$ cat config.mk
export PLATFORM = sky130hd
export DESIGN_NAME = jstk_nav
export DESIGN_NICKNAME = d
export VERILOG_FILES = /design/src/rtl/jstk_nav_pkg.sv /design/src/rtl/jstk_axis_cls.sv /design/src/rtl/jstk_nav.sv
export SDC_FILE = /design/constraint.sdc
export NUM_CORES = 1
export LEC_CHECK = 0
export ABC_CLOCK_PERIOD_IN_PS = 3230
export CAP_MARGIN = 20
export CORE_UTILIZATION = 51
export CTS_CLUSTER_SIZE = 10
export DETAILED_ROUTE_END_ITERATION = 7
export MAX_ROUTING_LAYER = met4
export PLACE_DENSITY = 0.77
export SLEW_MARGIN = 25
export SYNTH_ARGS = -nofsm -noshare
export SYNTH_HDL_FRONTEND = slang
export SYNTH_SLANG_ARGS = --single-unit
$ cat constraint.sdc
create_clock -name clk -period 3.23 [get_ports clk]
set_clock_uncertainty 0.1 [all_clocks]
set_input_delay 0.646 -clock clk [delete_from_list [all_inputs] [get_ports clk]]
set_output_delay 0.646 -clock clk [all_outputs]
set_load 0.01 [all_outputs]
$ cat src/rtl/jstk_nav_pkg.sv
// rtl/jstk_nav_pkg.sv - shared types and helpers for the joystick navigator
// Purpose: centre constant, direction / FSM / axis-state enums and the
//          direction-to-one-hot decode used for dir_held and the pulse register.
// Ports:   none (package).
package jstk_nav_pkg;

  localparam logic [9:0] CENTER = 10'd512;

  typedef enum logic [2:0] {
    NONE  = 3'd0,
    UP    = 3'd1,
    DOWN  = 3'd2,
    LEFT  = 3'd3,
    RIGHT = 3'd4
  } dir_e;

  typedef enum logic [1:0] {
    IDLE   = 2'd0,
    FIRST  = 2'd1,
    REPEAT = 2'd2
  } fsm_e;

  typedef enum logic [1:0] {
    CTR = 2'd0,
    LO  = 2'd1,
    HI  = 2'd2
  } axis_e;

  // Bit order {up, down, left, right}.
  function automatic logic [3:0] dir_onehot(input dir_e d);
    case (d)
      UP:      return 4'b1000;
      DOWN:    return 4'b0100;
      LEFT:    return 4'b0010;
      RIGHT:   return 4'b0001;
      default: return 4'b0000;
    endcase
  endfunction

endpackage

$ cat src/rtl/jstk_axis_cls.sv
// rtl/jstk_axis_cls.sv - per-axis dead-zone / hysteresis classifier
// Purpose: holds the axis hysteresis state, updated on i_valid, and reports the
//          post-sample state plus |sample-512|.
// Ports:   i_clk, i_rst_n (async active-low), i_valid (sample strobe),
//          i_clear (link-loss clear), i_sample[9:0],
//          o_state (state after this sample; register value when not valid),
//          o_mag[9:0] (distance of i_sample from centre).
module jstk_axis_cls
  import jstk_nav_pkg::*;
#(
  parameter logic [9:0] LO_TH = 10'd256,
  parameter logic [9:0] HI_TH = 10'd768,
  parameter logic [9:0] HYST  = 10'd32
) (
  input  logic       i_clk,
  input  logic       i_rst_n,
  input  logic       i_valid,
  input  logic       i_clear,
  input  logic [9:0] i_sample,
  output axis_e      o_state,
  output logic [9:0] o_mag
);

  axis_e       r_state;
  axis_e       w_raw;
  logic [10:0] w_s11;
  logic [10:0] w_lo_rel;
  logic [10:0] w_hi_rel;

  // Release points carried at 11 bits so the margin sum cannot wrap.
  assign w_s11    = {1'b0, i_sample};
  assign w_lo_rel = {1'b0, LO_TH} + {1'b0, HYST};
  assign w_hi_rel = {1'b0, HI_TH} - {1'b0, HYST};

  assign o_mag = (i_sample >= CENTER) ? (i_sample - CENTER) : (CENTER - i_sample);

  always_comb begin
    w_raw = CTR;
    if (i_sample < LO_TH) begin
      w_raw = LO;
    end else if (i_sample > HI_TH) begin
      w_raw = HI;
    end
  end

  // Once deflected, the axis only leaves that side past the release margin;
  // after release the plain threshold result applies (can jump straight across).
  always_comb begin
    o_state = r_state;
    if (i_valid) begin
      case (r_state)
        LO:      if (w_s11 >= w_lo_rel) o_state = w_raw;
        HI:      if (w_s11 <= w_hi_rel) o_state = w_raw;
        default: o_state = w_raw;
      endcase
    end
  end

  always_ff @(posedge i_clk or negedge i_rst_n) begin
    if (!i_rst_n) begin
      r_state <= CTR;
    end else if (i_clear) begin
      r_state <= CTR;
    end else begin
      r_state <= o_state;
    end
  end

endmodule

$ cat src/rtl/jstk_nav.sv
// rtl/jstk_nav.sv - joystick sample to navigation pulse converter
// Purpose: turns qualified X/Y samples and button levels into one-cycle
//          direction pulses (dead-zone, hysteresis, dominant axis, optional
//          auto-repeat), debounced press pulses and a link-alive flag.
//          Auto-repeat is built only when JSTK_NAV_REPEAT_EN is defined.
// Ports:   clk, rst (async active-low), jstk_x/jstk_y[9:0], btn_jstk,
//          btn_trigger, data_valid (sample strobe);
//          dir_up/down/left/right (pulses), dir_held[3:0] {up,down,left,right},
//          press_jstk, press_trigger (pulses), link_ok.
module jstk_nav
  import jstk_nav_pkg::*;
#(
  parameter logic [9:0]  LO_TH        = 10'd256,
  parameter logic [9:0]  HI_TH        = 10'd768,
  parameter logic [9:0]  HYST         = 10'd32,
  parameter logic [23:0] REPEAT_DELAY = 24'd5_000_000,
  parameter logic [23:0] REPEAT_RATE  = 24'd1_500_000,
  parameter logic [23:0] TIMEOUT      = 24'd10_000_000
) (
  input  logic       clk,
  input  logic       rst,
  input  logic [9:0] jstk_x,
  input  logic [9:0] jstk_y,
  input  logic       btn_jstk,
  input  logic       btn_trigger,
  input  logic       data_valid,
  output logic       dir_up,
  output logic       dir_down,
  output logic       dir_left,
  output logic       dir_right,
  output logic [3:0] dir_held,
  output logic       press_jstk,
  output logic       press_trigger,
  output logic       link_ok
);

  axis_e       w_x_st, w_y_st;
  logic [9:0]  w_x_mag, w_y_mag;
  dir_e        w_x_dir, w_y_dir, w_cand;
  logic        w_expire;
  logic [23:0] r_idle_cnt;
  logic        r_link_ok;
  fsm_e        r_state, w_state_nxt;
  dir_e        r_dir, w_dir_nxt, w_pulse_dir;
  logic [3:0]  r_pulse;
  logic [1:0]  w_btn, r_btn_last, r_btn_deb, w_deb_nxt, r_press;
`ifdef JSTK_NAV_REPEAT_EN
  logic [23:0] r_timer, w_timer_nxt;
`else
  logic        w_unused_rpt;
  assign w_unused_rpt = ^{REPEAT_DELAY, REPEAT_RATE};
`endif

  jstk_axis_cls #(.LO_TH(LO_TH), .HI_TH(HI_TH), .HYST(HYST)) u_axis_x (
    .i_clk(clk), .i_rst_n(rst), .i_valid(data_valid), .i_clear(w_expire),
    .i_sample(jstk_x), .o_state(w_x_st), .o_mag(w_x_mag)
  );

  jstk_axis_cls #(.LO_TH(LO_TH), .HI_TH(HI_TH), .HYST(HYST)) u_axis_y (
    .i_clk(clk), .i_rst_n(rst), .i_valid(data_valid), .i_clear(w_expire),
    .i_sample(jstk_y), .o_state(w_y_st), .o_mag(w_y_mag)
  );

  // Candidate: larger deflection wins, X wins ties.
  always_comb begin
    w_x_dir = NONE;
    w_y_dir = NONE;
    w_cand  = NONE;
    if (w_x_st == LO) w_x_dir = LEFT;
    if (w_x_st == HI) w_x_dir = RIGHT;
    if (w_y_st == LO) w_y_dir = DOWN;
    if (w_y_st == HI) w_y_dir = UP;
    if (w_x_dir != NONE && (w_y_dir == NONE || w_x_mag >= w_y_mag)) begin
      w_cand = w_x_dir;
    end else if (w_y_dir != NONE) begin
      w_cand = w_y_dir;
    end
  end

  // Expiry fires on the edge where the idle count reaches TIMEOUT.
  assign w_expire = !data_valid && (r_idle_cnt == TIMEOUT - 24'd1);

  always_ff @(posedge clk or negedge rst) begin
    if (!rst) begin
      r_idle_cnt <= '0;
      r_link_ok  <= 1'b0;
    end else if (data_valid) begin
      r_idle_cnt <= '0;
      r_link_ok  <= 1'b1;
    end else begin
      if (r_idle_cnt != TIMEOUT) r_idle_cnt <= r_idle_cnt + 24'd1;
      if (w_expire) r_link_ok <= 1'b0;
    end
  end

  always_comb begin
    w_state_nxt = r_state;
    w_dir_nxt   = r_dir;
    w_pulse_dir = NONE;
`ifdef JSTK_NAV_REPEAT_EN
    w_timer_nxt = r_timer;
`endif
    if (w_expire || (data_valid && w_cand == NONE)) begin
      w_state_nxt = IDLE;
      w_dir_nxt   = NONE;
`ifdef JSTK_NAV_REPEAT_EN
      w_timer_nxt = '0;
`endif
    end else if (data_valid && (r_state == IDLE || w_cand != r_dir)) begin
      // New deflection or direction change; overrides any repeat due now.
      w_state_nxt = FIRST;
      w_dir_nxt   = w_cand;
      w_pulse_dir = w_cand;
`ifdef JSTK_NAV_REPEAT_EN
      w_timer_nxt = 24'd1;
`endif
    end
`ifdef JSTK_NAV_REPEAT_EN
    else begin
      // Timer is loaded with 1 on each pulse, so a compare against the
      // period places the next pulse exactly that many cycles later.
      case (r_state)
        FIRST: begin
          if (r_timer == REPEAT_DELAY) begin
            w_pulse_dir = r_dir;
            w_timer_nxt = 24'd1;
            w_state_nxt = REPEAT;
          end else begin
            w_timer_nxt = r_timer + 24'd1;
          end
        end
        REPEAT: begin
          if (r_timer == REPEAT_RATE) begin
            w_pulse_dir = r_dir;
            w_timer_nxt = 24'd1;
          end else begin
            w_timer_nxt = r_timer + 24'd1;
          end
        end
        default: ;
      endcase
    end
`endif
  end

  always_ff @(posedge clk or negedge rst) begin
    if (!rst) begin
      r_state <= IDLE;
      r_dir   <= NONE;
      r_pulse <= '0;
`ifdef JSTK_NAV_REPEAT_EN
      r_timer <= '0;
`endif
    end else begin
      r_state <= w_state_nxt;
      r_dir   <= w_dir_nxt;
      r_pulse <= dir_onehot(w_pulse_dir);
`ifdef JSTK_NAV_REPEAT_EN
      r_timer <= w_timer_nxt;
`endif
    end
  end

  // Bit 0 jstk, bit 1 trigger. Two equal samples set the state, else hold.
  assign w_btn     = {btn_trigger, btn_jstk};
  assign w_deb_nxt = (w_btn & r_btn_last) | (r_btn_deb & (w_btn ^ r_btn_last));

  always_ff @(posedge clk or negedge rst) begin
    if (!rst) begin
      r_btn_last <= '0;
      r_btn_deb  <= '0;
      r_press    <= '0;
    end else if (w_expire) begin
      r_btn_last <= '0;
      r_btn_deb  <= '0;
      r_press    <= '0;
    end else if (data_valid) begin
      r_btn_last <= w_btn;
      r_btn_deb  <= w_deb_nxt;
      r_press    <= w_deb_nxt & ~r_btn_deb;
    end else begin
      r_press    <= '0;
    end
  end

  assign {dir_up, dir_down, dir_left, dir_right} = r_pulse;
  assign dir_held      = dir_onehot(r_dir);
  assign press_jstk    = r_press[0];
  assign press_trigger = r_press[1];
  assign link_ok       = r_link_ok;

endmodule

==> tab_implementation.tex <==
\begin{tabular}{lr}
\hline
Metric & Value \\
\hline
\multicolumn{2}{l}{\textbf{Run status}} \\
Run status & finished, violations left \\
Violations in the final reports & setup timing \\
\multicolumn{2}{l}{\textbf{Pwr}} \\
Leakage power & 1.94 nW \\
Worst ir drop on vdd & around 0.32 mV \\
Sum of internal, switching and leakage power & between 1.5 and 2 mW \\
Power per unit of standard cell area & slightly below 400 mW/mm\^{}2 \\
\multicolumn{2}{l}{\textbf{Logic synthesis}} \\
Yosys reg bits & 43 \\
Count of flip-flops with a built-in enable after synthesis & 0 \\
Synth cell types & 53 \\
Post-Syn Area & 0.00312 sq mm \\
Synthesized area per cell & slightly below 9 sq um \\
Sequential share of the synthesized area & 0.345 \\
Syn. warnings & 0 \\
Instance count of the mapped netlist & 352 \\
Predominant post-synthesis flop cell & sky130\_fd\_sc\_hd\_\_dfrtp\_1 \\
Synthesized Nets & 401 \\
Fraction of registers with async set or reset after synthesis & 1.00 \\
\multicolumn{2}{l}{\textbf{Worst setup path}} \\
Top fanout value on the critical path & 4 \\
Critical path type & in2reg \\
Data arrival, critical path & 3.60 ns \\
List of cells traversed by the critical path & dlygate4sd2\_1 -> buf\_4 -> nand3\_1 -> nor2\_1 -> o21ai\_1 -> o32a\_1 -> o21ai\_2 -> a22oi\_2 -> inv\_2 -> ha\_4 -> nand3b\_1 -> o22ai\_2 -> a21o\_1 -> o21ai\_4 -> mux2i\_2 -> nand4\_1 -> and3\_1 \\
Critical path's largest stage delay & about 0.28 ns \\
Crit start category & primary input \\
Critical path data required time & about 3.3 ns \\
Cell type of the slowest stage on the worst timing path & sky130\_fd\_sc\_hd\_\_ha\_4 \\
Kind of end point of the critical path & flop \\
\multicolumn{2}{l}{\textbf{Place}} \\
Placed wire-length estimate & around 5100 um \\
Post-Place Cells & a little over 500 \\
I/O Buffers & 35 \\
Worst slack at placement & -0.932 ns \\
Final weighted congestion in routability-driven placement & approximately 0.86 \\
Placed cell areas & between 0.003 and 0.004 sq mm \\
\multicolumn{2}{l}{\textbf{Floorplan}} \\
Num rows & 28 \\
Die boundary height & between 80 and 90 um \\
Horiz. Die Dim & about 80 um \\
Initial core utilization & 0.527 \\
I/O pin count & 36 \\
Core ar. & slightly below 0.006 sq mm \\
Die Area & between 0.006 and 0.007 sq mm \\
\multicolumn{2}{l}{\textbf{Min path}} \\
Hold/Removal Path Class & in2async \\
\multicolumn{2}{l}{\textbf{Timing}} \\
Maximum achievable frequency & between 200 and 300 MHz \\
Final Critical Period & 3.50 ns \\
RSZ-0062 raised after global routing & true \\
Number of hold violations in the final report & 0 \\
Smallest setup slack after layout & -0.266 ns \\
Number of pins with negative max-slew slack in the final report & 0 \\
Normalized max-slew margin & 0.628 \\
Final setup violation count & 8 \\
Least-Margin Pin Slew & about 0.55 ns \\
Worst-case hold slack & 0.213 ns \\
Final worst path period share & 1.08 \\
\multicolumn{2}{l}{\textbf{Final layout}} \\
Final standard cell area without fillers & about 0.0043 sq mm \\
Fin cells & 524 \\
Number of inserted diodes & 0 \\
Most used cells in the layout excluding fill and tap cells & sky130\_fd\_sc\_hd\_\_buf\_4, sky130\_fd\_sc\_hd\_\_nor2\_1, sky130\_fd\_sc\_hd\_\_dfrtp\_1 \\
Layout overhead on the synthesized area & 38.2\% \\
Most common cell after layout, fill and taps aside & sky130\_fd\_sc\_hd\_\_buf\_4 \\
Post-layout net count & between 400 and 500 \\
Fraction of layout instances using a drive strength above 1 & 0.294 \\
\multicolumn{2}{l}{\textbf{Clocking}} \\
Clock latency of the later-clocked register in the worst-skew pair & $\sim$0.30 ns \\
Count of H-tree levels built during CTS & 2 \\
Clock tree from TritonCTS & built \\
Clock Tree Buf Depth & 2 \\
Count of hold buffers inserted by post-cts repair & 0 \\
Clock transition at the register clock pins on the worst setup and hold paths after CTS & about 0.090 ns \\
Clock Sinks & 43 \\
Total clock buffers created by CTS & 5 \\
Clock root buffer master & sky130\_fd\_sc\_hd\_\_clkbuf\_8 \\
\multicolumn{2}{l}{\textbf{Detailed routing}} \\
Drt drc & 0 \\
Pre-antenna DRT Iters & 5 \\
Routed Wire Length & roughly 8300 um \\
Count of nets left with antenna violations after detail routing & 0 \\
1st-iter DRT viols & about 160 \\
Wirelength per Cell & around 16 um \\
Via density per instance & between 5 and 6 \\
Vias after detailed routing & just under 3000 \\
\multicolumn{2}{l}{\textbf{Global route}} \\
GR Util All Layers & 0.255 \\
Most Used Layer, Global Route & met2 \\
Global routing usage on met1 & 0.296 \\
Met2 layer usage reported by global route & 0.441 \\
First-pass GRT wire length & around 13000 um \\
Number of global-route vias before repair & 2835 \\
Maximum number of pins on one net before global-route repair & 44 \\
Met3 Resource Use GR & 0.0466 \\
Global-route congestion overflow total & 0 \\
Antenna violations before repair & 0 \\
\multicolumn{2}{l}{\textbf{Run}} \\
Max-capacitance violation count & 0 \\
\hline
\end{tabular}
==> power by group <==
group	total, mW	internal (mW)	switching (mW)
clock network	0.503	0.308	0.194
registers	0.597	0.567	0.0300
logic	0.582	0.287	0.295
==> critical path: cells and delay by family <==
family / cells / cell delay [ns]
AO/OA/AOI/OAI: 7 / 1.15
AND/OR/NAND/NOR: 5 / 0.75
multiplexers: 1 / 0.28
buffers and inverters: 3 / 0.48
adder cells (fa/ha/maj): 1 / 0.28
==> kinds of logic (layout without fill, tap and decap cells) <==
family | after synthesis | in the layout | synth area share
AOI/OAI and AO/OA | 59 | 59 | 0.135
xor gates and xnor gates | 33 | 33 | 0.0926
adders and majority gates | 24 | 24 | 0.0962
buffers and inverters | 32 | 129 | 0.0385
DFF | 43 | 43 | 0.345
muxes | 5 | 5 | 0.0164
and+or+nand+nor | 156 | 156 | 0.277
==> Yosys cell counts, drive strengths merged, types with 4 or more instances <==
cell | instances | share of area
dfrtp | 43 | 0.34
and2 | 4 | 0.0080
a211oi | 4 | 0.0096
o21ai | 12 | 0.023
clkbuf | 4 | 0.0048
a21oi | 20 | 0.032
nand2 | 26 | 0.031
xor2 | 18 | 0.051
xnor2 | 15 | 0.042
mux2i | 4 | 0.013
nor3 | 11 | 0.019
and3 | 8 | 0.020
or3 | 6 | 0.014
nand3 | 11 | 0.018
nor2b | 5 | 0.010
ha | 24 | 0.096
nand4 | 6 | 0.017
a31o | 4 | 0.011
nor4b | 8 | 0.035
nor2 | 56 | 0.070
inv | 25 | 0.030
nand2b | 7 | 0.016
==> cell type report <==
class	instances	area (sq um)
fillers	407	1610
well taps	75	93.8
clock buffers	5	68.8
inverters	25	114
multi-input cells	277	2100
clock inverters	3	67.6
repair buffers	96	798
flip-flops and latches	43	1080
==> sequential cells by signal, indices dropped and copies added, names as in the netlist <==
register,cells
r_btn_last,2
u_axis_y.r_state,2
r_pulse,4
r_press,2
r_idle_cnt,24
r_btn_deb,2
r_state,1
u_axis_x.r_state,2
r_dir,3
link_ok,1
==> metrics by stage <==
step | TNS [ns] | utilization
after floorplan | -0.786 | -
after global placement | -6.09 | 0.668
after detailed placement | -6.86 | 0.668
after CTS | -0.672 | 0.712
after global routing | -2.64 | 0.729
final | -1.57 | 0.729
==> layer usage <==
layer  vias to the layer above  share of wire
li1                       1404              -
met1                      1403           0.40
met2                       120           0.51
met3                        32          0.049
met4                         0          0.033
met5                         -              0
==> worst paths after layout <==
check / from / endpoint / slack, ns / depth (start not counted)
min reg2reg: r_btn_deb[1]$_DFFE_PN0P_ / r_press[1]$_DFF_PN0_ / 0.36 / 1
max: jstk_x[5] / r_pulse[1]$_DFF_PN0_ / -0.27 / 17
max reg2reg: u_axis_y.r_state[1]$_DFF_PN0_ / r_pulse[1]$_DFF_PN0_ / -0.10 / 16
max in group asynchronous: rst / r_idle_cnt[7]$_DFFE_PN0P_ / 2.44 / 1
min: rst / r_pulse[0]$_DFF_PN0_ / 0.21 / 1
min in group clk: r_btn_deb[1]$_DFFE_PN0P_ / r_press[1]$_DFF_PN0_ / 0.36 / 1
==> timing repair <==
item                                    in CTS  in global routing
resized for setup                           67                 19
endpoints found under the setup margin       8                  8
setup buffers                               10                  4
pin swaps                                   25                 11
No activity file was read; power rests on OpenSTA's default activity.
